File: src/rtl/dout_return_mux_if.sv
// Bus bundle for dout_return_mux: request tags, per-source data, and the
// registered return-data stage. The design uses the slave view; the requester
// side (processor plus cache/memory controllers) uses the master view.
interface dout_return_mux_if #(
   parameter int DATA_WIDTH = 8,
   parameter int NUM_SRC    = 2,
   parameter int SRC_W      = 1,
   parameter int CNT_W      = 3
);
   logic                          ReqValid;
   logic [SRC_W-1:0]              ReqSrc;
   logic                          ReqReady;
   logic [NUM_SRC-1:0]            SrcValid;
   logic [NUM_SRC*DATA_WIDTH-1:0] SrcData;
   logic [NUM_SRC-1:0]            SrcReady;
   logic [DATA_WIDTH-1:0]         DataOut;
   logic                          DataValid;
   logic                          DataReady;
   logic [SRC_W-1:0]              DataSrc;
   logic [CNT_W-1:0]              Pending;
   logic                          ErrBadSrc;

   modport slave (
      input  ReqValid, ReqSrc, SrcValid, SrcData, DataReady,
      output ReqReady, SrcReady, DataOut, DataValid, DataSrc, Pending, ErrBadSrc
   );

   modport master (
      output ReqValid, ReqSrc, SrcValid, SrcData, DataReady,
      input  ReqReady, SrcReady, DataOut, DataValid, DataSrc, Pending, ErrBadSrc
   );
endinterface

File: src/rtl/dout_return_mux.sv
// In-order read-data return mux. An order FIFO remembers which source answers
// each outstanding request; each source parks one word in a hold register
// until its tag reaches the FIFO head, then the word moves into a registered
// valid/ready output stage. Tags naming a nonexistent source are flagged and
// dropped at the head so the return path never stalls on them.
module dout_return_mux #(
   parameter int DATA_WIDTH = 8,
   parameter int NUM_SRC    = 2,
   parameter int SRC_W      = 1,
   parameter int DEPTH      = 4,
   parameter int CNT_W      = 3
) (
   input logic              clk,
   input logic              rst,
   dout_return_mux_if.slave bus_io
);

   localparam int PTR_W = CNT_W - 1;

   typedef logic [DATA_WIDTH-1:0] data_t;

   // A tag is bad when it names a source index this instance does not have.
   function automatic logic is_bad(input logic [SRC_W-1:0] s);
      return int'(s) >= NUM_SRC;
   endfunction

   // Order FIFO: pointers carry one wrap bit so full and empty are distinct.
   logic [SRC_W-1:0]   tag_q [DEPTH];
   logic [CNT_W-1:0]   wr_ptr_q, wr_ptr_d;
   logic [CNT_W-1:0]   rd_ptr_q, rd_ptr_d;

   // Per-source hold registers.
   logic [NUM_SRC-1:0] hold_vld_q, hold_vld_d;
   data_t              hold_data_q [NUM_SRC];
   data_t              hold_data_d [NUM_SRC];

   // Output stage and sticky error.
   data_t              dout_q, dout_d;
   logic               dvld_q, dvld_d;
   logic [SRC_W-1:0]   dsrc_q, dsrc_d;
   logic               err_q, err_d;

   // Decoded control.
   logic [CNT_W-1:0]   pending;
   logic               fifo_empty;
   logic [SRC_W-1:0]   head_src;
   logic               head_bad;
   logic               head_full;
   data_t              head_data;
   logic               out_free;
   logic               xfer;
   logic               skip;
   logic               req_rdy;
   logic               push;
   logic [NUM_SRC-1:0] src_rdy;

   // Decode FIFO head, hold status and the transfer/skip/handshake conditions.
   always_comb begin
      pending    = wr_ptr_q - rd_ptr_q;
      fifo_empty = (wr_ptr_q == rd_ptr_q);
      head_src   = tag_q[rd_ptr_q[PTR_W-1:0]];
      head_bad   = is_bad(head_src);
      head_full  = 1'b0;
      head_data  = '0;
      for (int i = 0; i < NUM_SRC; i++) begin
         if (int'(head_src) == i) begin
            head_full = hold_vld_q[i];
            head_data = hold_data_q[i];
         end
      end
      out_free = !dvld_q || bus_io.DataReady;
      xfer     = !fifo_empty && !head_bad && head_full && out_free;
      // A bad tag at the head is retired without touching the output stage.
      skip     = !fifo_empty && head_bad;
      // Ready outputs are forced low while reset is asserted.
      req_rdy  = !rst && (pending != CNT_W'(DEPTH));
      push     = bus_io.ReqValid && req_rdy;
      for (int i = 0; i < NUM_SRC; i++) begin
         src_rdy[i] = !rst && (!hold_vld_q[i] || (xfer && int'(head_src) == i));
      end
   end

   // Next-state for pointers, hold registers, output stage and error flag.
   always_comb begin
      wr_ptr_d = push ? wr_ptr_q + CNT_W'(1) : wr_ptr_q;
      rd_ptr_d = (xfer || skip) ? rd_ptr_q + CNT_W'(1) : rd_ptr_q;
      err_d    = err_q || (push && is_bad(bus_io.ReqSrc));

      hold_vld_d = hold_vld_q;
      for (int i = 0; i < NUM_SRC; i++) begin
         hold_data_d[i] = hold_data_q[i];
         if (xfer && int'(head_src) == i) begin
            hold_vld_d[i] = 1'b0;
         end
         // A capture in the same cycle as the drain refills the register.
         if (bus_io.SrcValid[i] && src_rdy[i]) begin
            hold_vld_d[i]  = 1'b1;
            hold_data_d[i] = bus_io.SrcData[i*DATA_WIDTH +: DATA_WIDTH];
         end
      end

      dout_d = dout_q;
      dsrc_d = dsrc_q;
      dvld_d = dvld_q;
      if (xfer) begin
         dout_d = head_data;
         dsrc_d = head_src;
         dvld_d = 1'b1;
      end else if (dvld_q && bus_io.DataReady) begin
         dvld_d = 1'b0;
      end
   end

   // State registers; everything clears asynchronously on reset.
   always_ff @(posedge clk or posedge rst) begin
      if (rst) begin
         wr_ptr_q   <= '0;
         rd_ptr_q   <= '0;
         hold_vld_q <= '0;
         dout_q     <= '0;
         dvld_q     <= 1'b0;
         dsrc_q     <= '0;
         err_q      <= 1'b0;
         for (int i = 0; i < DEPTH; i++) begin
            tag_q[i] <= '0;
         end
         for (int i = 0; i < NUM_SRC; i++) begin
            hold_data_q[i] <= '0;
         end
      end else begin
         wr_ptr_q   <= wr_ptr_d;
         rd_ptr_q   <= rd_ptr_d;
         hold_vld_q <= hold_vld_d;
         dout_q     <= dout_d;
         dvld_q     <= dvld_d;
         dsrc_q     <= dsrc_d;
         err_q      <= err_d;
         if (push) begin
            tag_q[wr_ptr_q[PTR_W-1:0]] <= bus_io.ReqSrc;
         end
         for (int i = 0; i < NUM_SRC; i++) begin
            hold_data_q[i] <= hold_data_d[i];
         end
      end
   end

   assign bus_io.ReqReady  = req_rdy;
   assign bus_io.SrcReady  = src_rdy;
   assign bus_io.DataOut   = dout_q;
   assign bus_io.DataValid = dvld_q;
   assign bus_io.DataSrc   = dsrc_q;
   assign bus_io.Pending   = pending;
   assign bus_io.ErrBadSrc = err_q;

endmodule

File: src/flat_wrapper.sv
// flat-port wrapper written by rule: the top's interface ports become plain ports
module dout_return_mux_flat 
#(
   parameter int DATA_WIDTH = 8,
   parameter int NUM_SRC    = 2,
   parameter int SRC_W      = 1,
   parameter int DEPTH      = 4,
   parameter int CNT_W      = 3
)
  (clk, rst, bus_io_ReqValid, bus_io_ReqSrc, bus_io_SrcValid, bus_io_SrcData, bus_io_DataReady, bus_io_ReqReady, bus_io_SrcReady, bus_io_DataOut, bus_io_DataValid, bus_io_DataSrc, bus_io_Pending, bus_io_ErrBadSrc);
  dout_return_mux_if #(.DATA_WIDTH(DATA_WIDTH), .NUM_SRC(NUM_SRC), .SRC_W(SRC_W), .CNT_W(CNT_W)) bus_io_i ();
  input logic clk;
  input logic rst;
  input wire logic [$bits(bus_io_i.ReqValid)-1:0] bus_io_ReqValid;
  input wire logic [$bits(bus_io_i.ReqSrc)-1:0] bus_io_ReqSrc;
  input wire logic [$bits(bus_io_i.SrcValid)-1:0] bus_io_SrcValid;
  input wire logic [$bits(bus_io_i.SrcData)-1:0] bus_io_SrcData;
  input wire logic [$bits(bus_io_i.DataReady)-1:0] bus_io_DataReady;
  output wire logic [$bits(bus_io_i.ReqReady)-1:0] bus_io_ReqReady;
  output wire logic [$bits(bus_io_i.SrcReady)-1:0] bus_io_SrcReady;
  output wire logic [$bits(bus_io_i.DataOut)-1:0] bus_io_DataOut;
  output wire logic [$bits(bus_io_i.DataValid)-1:0] bus_io_DataValid;
  output wire logic [$bits(bus_io_i.DataSrc)-1:0] bus_io_DataSrc;
  output wire logic [$bits(bus_io_i.Pending)-1:0] bus_io_Pending;
  output wire logic [$bits(bus_io_i.ErrBadSrc)-1:0] bus_io_ErrBadSrc;
  assign bus_io_i.ReqValid = bus_io_ReqValid;
  assign bus_io_i.ReqSrc = bus_io_ReqSrc;
  assign bus_io_i.SrcValid = bus_io_SrcValid;
  assign bus_io_i.SrcData = bus_io_SrcData;
  assign bus_io_i.DataReady = bus_io_DataReady;
  assign bus_io_ReqReady = bus_io_i.ReqReady;
  assign bus_io_SrcReady = bus_io_i.SrcReady;
  assign bus_io_DataOut = bus_io_i.DataOut;
  assign bus_io_DataValid = bus_io_i.DataValid;
  assign bus_io_DataSrc = bus_io_i.DataSrc;
  assign bus_io_Pending = bus_io_i.Pending;
  assign bus_io_ErrBadSrc = bus_io_i.ErrBadSrc;
  dout_return_mux #(.DATA_WIDTH(DATA_WIDTH), .NUM_SRC(NUM_SRC), .SRC_W(SRC_W), .DEPTH(DEPTH), .CNT_W(CNT_W)) u_core (.clk(clk), .rst(rst), .bus_io(bus_io_i));
endmodule
File: config.mk
export PLATFORM = sky130hd
export DESIGN_NAME = dout_return_mux_flat
export DESIGN_NICKNAME = d
export VERILOG_FILES = /design/src/rtl/dout_return_mux_if.sv /design/src/rtl/dout_return_mux.sv /design/src/flat_wrapper.sv
export SDC_FILE = /design/constraint.sdc
export NUM_CORES = 1
export LEC_CHECK = 0
export ABC_AREA = 1
export BUFFER_PORTS_ARGS = -buffer_cell sky130_fd_sc_hd__buf_2
export CAP_MARGIN = 10
export CORE_AREA = 2 2 70 72
export CTS_CLUSTER_DIAMETER = 40
export DETAILED_ROUTE_END_ITERATION = 10
export DIE_AREA = 0 0 72 74
export PLACE_DENSITY = 0.72
export SLEW_MARGIN = 10
export SYNTH_ARGS = -nofsm -noshare
export SYNTH_HDL_FRONTEND = slang
export SYNTH_SLANG_ARGS = --single-unit
File: constraint.sdc
create_clock -name clk -period 2.8 [get_ports clk]
set_clock_uncertainty 0.2 [all_clocks]
set_input_delay 0.42 -clock clk [delete_from_list [all_inputs] [get_ports clk]]
set_output_delay 0.42 -clock clk [all_outputs]
set_load 0.1 [all_outputs]
* Word-level counts from Yosys, hierarchy flattened
Index checks and enable logic that the tools add are counted.
** Word-level totals
- Bits in registers :: 38
- Output and inout bits :: 17
- Word-level logic and storage cells :: 61
** Cells by class
- Bitwise operators :: 3
- Muxes and demuxes :: 14
- Eq/ne operators :: 2
- Order comparisons :: 3
- Reduce and logical (&&, ||, !) cells :: 23
- Add/sub/neg operators :: 3
** Operator list (number)
- $logic_and 1x1->1 :: 12
- $mux 1 :: 10
- $mux 8 :: 1
- $add 3x1->3 const B :: 2
- $ge 3x3->1 const B :: 2
- $not 2->3 :: 2
- $reduce_bool 2->1 :: 3
- $logic_not 1->1 :: 5
- $bwmux 4 :: 1
- $eq 3x3->1 :: 1
- $logic_or 1x1->1 :: 3
- $lt 3x1->1 const B :: 1
- $ne 3x3->1 const B :: 1
- $sub 3x3->3 :: 1
- $bmux 1 s2 :: 1
- $demux 1 s2 :: 1
- $not 1->1 :: 1

* Logic depth before layout (Yosys ltp)
- Depth in word-level cells :: 12
- Gate-level depth with buffers :: 11
- Mapped depth without buffers :: 11

* Least setup slack after synthesis
Ideal clock, no wire load.
- Path type :: flip-flop to output port
- From :: register u_core.dvld_q, in the netlist u_core.bus_io.DataValid
- To :: output port bus_io_SrcReady[1]
- Data required time :: 2.180 ns
- Arrival time :: 2.771 ns
- Cell stages (with the launch flop) :: 4
- Path slack :: -0.591 ns
- Cell sequence :: dfrtp_1 > nand2_1 > nand4_4 > a21oi_1
** On the way
- Cells in the longest elaborated chain, start to end :: 6
** RTL lines
- start: declaration :: RTL line dout_return_mux.sv:39 : logic dvld_q, dvld_d;
- start signal: assignment :: RTL line dout_return_mux.sv:135 : dvld_q <= dvld_d;
- $logic_not 1->1 :: RTL line dout_return_mux.sv:71 : out_free = !dvld_q || bus_io.DataReady;
- $logic_or 1x1->1 :: RTL line dout_return_mux.sv:71
- $logic_and 1x1->1 :: RTL line dout_return_mux.sv:72 : xfer = !fifo_empty && !head_bad && head_full && out_free;
- $logic_and 1x1->1 :: RTL line dout_return_mux.sv:79 : src_rdy[i] = !rst && (!hold_vld_q[i] || (xfer && int'(head_src) == i));
- $logic_or 1x1->1 :: RTL line dout_return_mux.sv:79
- $logic_and 1x1->1 :: RTL line dout_return_mux.sv:79
- end: declaration :: RTL line flat_wrapper.sv:20 : output wire logic [$bits(bus_io_i.SrcReady)-1:0] bus_io_SrcReady;
Every way passes these cells.

* Worst setup path after layout
- From :: register u_core.rd_ptr_q[0]
- To :: output port bus_io_ReqReady
** On the way
- Cells in the longest elaborated chain, start to end :: 3
** RTL lines
- start: declaration :: RTL line dout_return_mux.sv:30 : logic [CNT_W-1:0] rd_ptr_q, rd_ptr_d;
- start signal: assignment :: RTL line dout_return_mux.sv:132 : rd_ptr_q <= rd_ptr_d;
- $sub 3x3->3 :: RTL line dout_return_mux.sv:59 : pending = wr_ptr_q - rd_ptr_q;
- $ne 3x3->1 :: RTL line dout_return_mux.sv:76 : req_rdy = !rst && (pending != CNT_W'(DEPTH));
- $logic_and 1x1->1 :: RTL line dout_return_mux.sv:76
- end: declaration :: RTL line flat_wrapper.sv:19 : output wire logic [$bits(bus_io_i.ReqReady)-1:0] bus_io_ReqReady;
Every way passes these cells.

==> impl_metrics.py <==
metrics = {
    "clocking": {
        "cts_buffer_depth": 2,
        "ctsHtreeMaxLevel": 2,
        "clk_pin_slew_ns": 0.08,
        "cts_tree": "done",
        "clk_latency_ns": 0.29,
        "cts_hold_buf": 0,
        "cts_root_buf": "clkbuf_8",
        "cts_buffers": 5,
        "clock_sinks": 38,
    },
    "cells_and_area": {
        "layout_common_cells": "nand2_1, dfrtp_1, buf_2",
        "final_nets": 276,
        "final_util": 0.5135,
        "diodes": 0,
        "fin_area_um2": 2361,
        "final_common_cell": "nand2_1",
        "instances_no_fill": 300,
        "drive_gt1_frac": 0.3130,
        "areaGrowthSynthToFinish_pct": 19.13,
    },
    "floorplanning": {
        "num_rows": 25,
        "ioPinCount": 40,
        "fp.dieH_um": 74,
        "coreArea_um2": 4598,
        "initial_core_util": 0.4310,
        "die_area_um2": 5328,
        "die_x_um": 72,
    },
    "grt": {
        "grt_pass1_wl_um": 6589,
        "grt_pass1_vias": 1478,
        "grt_usage": 0.1613,
        "antenna_found_initial": 0,
        "grt_overflow_total": 0,
        "grt_max_degree": 58,
    },
    "timing": {
        "rsz0062_at_grt": "false",
        "maxSlewViolCount": 0,
        "hold_violations": 0,
        "final-setup-viol-count": 0,
        "finalCritPeriodShare": 0.9533,
        "fin_crit_ns": 2.669,
        "fin_ws_ns": 0.1309,
        "fmax_mhz": 374.7,
    },
    "setup_path": {
        "crit_fanout": 5,
        "crit_type": "reg -> out",
        "required_ns": 2.18,
        "worstPathArrival_ns": 2.05,
        "r2r-start": "u_core.rd_ptr_q[1]",
        "endpoint_kind": "primary output",
        "startpoint_type": "flop",
        "startpoint": "u_core.rd_ptr_q[0]",
        "r2r_slack_ns": 0.70,
        "reg2reg_depth": 7,
    },
    "placement": {
        "dp_worst_setup_slack_ns": 0.2620,
        "portBuffers": 38,
        "place_area_um2": 2256,
        "globalplace.congestion": 0.8068,
        "dp.cells": 292,
        "hpwlAfterDp_um": 2977,
    },
    "yosys": {
        "synth_area_leaders": "dfrtp_1, nand2_1, nand3_1, nand4_1, ha_1",
        "ys_types": 28,
        "yosysTopAreaCell": "dfrtp_1",
        "syn-num-nets": 238,
        "syn-cell-area_um2": 1982,
        "synthDominantCellAreaShare": 0.4798,
        "ys_ff_latch": 38,
        "yosysWarnings": 0,
        "ys_seq_area_frac": 0.4798,
        "syn-instance-count": 207,
        "syn_area_per_cell_um2": 9.574,
    },
    "drt": {
        "vias_per_cell": 5.097,
        "drtPass1Iterations": 4,
        "wl_per_cell_um": 13.46,
        "routed_wl_um": 4037,
        "drtIter0Drc": 50,
        "vias": 1529,
        "ant_nets": 0,
        "drc": 0,
    },
    "run_status": {
        "status": "finished, final reports clean",
    },
    "min_path": {
        "hp-class": "in -> async",
    },
    "run": {
        "maxCapViolCount": 0,
    },
}
==> registers in the layout (all words and copies together), names as in the netlist <==
register / flops
u_core.wr_ptr_q: 3
u_core.bus_io.DataValid: 1
u_core.hold_data_q: 16
u_core.bus_io.DataSrc: 1
u_core.hold_vld_q: 2
u_core.bus_io.DataOut: 8
u_core.rd_ptr_q: 3
u_core.tag_q: 4
==> final cells by class <==
cell class / count / area (µm²)
Clock buffer: 6 / 82.58
Clock inverter: 2 / 12.51
Fill cell: 453 / 2237
Inverter: 17 / 77.57
Multi-Input combinational cell: 144 / 939.7
Sequential cell: 38 / 950.9
Tap cell: 54 / 67.56
Timing Repair Buffer: 39 / 230.2
==> worst paths after layout <==
path | end
min reg2reg | u_core.hold_data_q[4]
max reg2reg | u_core.rd_ptr_q[2]
max | bus_io_ReqReady
max in group asynchronous | u_core.hold_data_q[10]
min | u_core.wr_ptr_q[2]
min in group clk | u_core.hold_data_q[4]
==> worst max-delay path, stage by stage (launching register included) <==
cell,delay (ns)
dfrtp_1,0.45
ha_2,0.22
fa_2,0.38
xor2_4,0.15
nand3_2,0.13
nand2_2,0.11
clkinvlp_4,0.13
buf_12,0.19
==> cells by family (layout without fill, tap and decap cells) <==
kind of cell | count (synthesis) | count (layout) | share of synthesized area
flops | 38 | 38 | 0.4798
other cells | 1 | 1 | 0.001892
buf+inv | 25 | 64 | 0.06565
simple gates | 122 | 122 | 0.3523
compound gates | 8 | 8 | 0.02020
fa+ha+maj | 8 | 8 | 0.05429
xor+xnor | 5 | 5 | 0.02588
==> per-stage QoR <==
stage / TNS (ns) / hold slack [ns]
floorplan: -0.5551 / 0.2427
global placement: 0 / 0.2574
detailed placement: 0 / 0.2603
CTS: 0 / 0.05851
global route: 0 / 0.07881
finish: 0 / 0.04298
==> synthesized netlist by cell type (all sizes together) <==
| library cell | n |
|---|---|
| conb | 1 |
| buf | 6 |
| nor2 | 2 |
| fa | 1 |
| nand2 | 66 |
| ha | 7 |
| clkbuf | 2 |
| a21oi | 3 |
| nand4 | 22 |
| dfrtp | 38 |
| o21ai | 5 |
| nand3 | 32 |
| inv | 17 |
| xor2 | 5 |
==> what timing repair did <==
item / 4_1_cts / 5_1_grt
gates resized for setup: 2 / 1
setup buffers: 0 / 0
setup endpoints to repair: 2 / 1
hold endpoints to repair: 0 / 0
==> metal layers <==
layer / part of all wire / track usage / vias up
met1: 0.44 / 0.2009 / 732
met4: 0.016 / 0.06918 / 0
li1: - / - / 768
met3: 0.024 / 0.03523 / 7
met5: 0 / 0 / -
met2: 0.51 / 0.2737 / 22
Power is left out: the tool's default activity adds up to more than one toggle a clock period on the data nets, which glitch-free logic cannot reach.
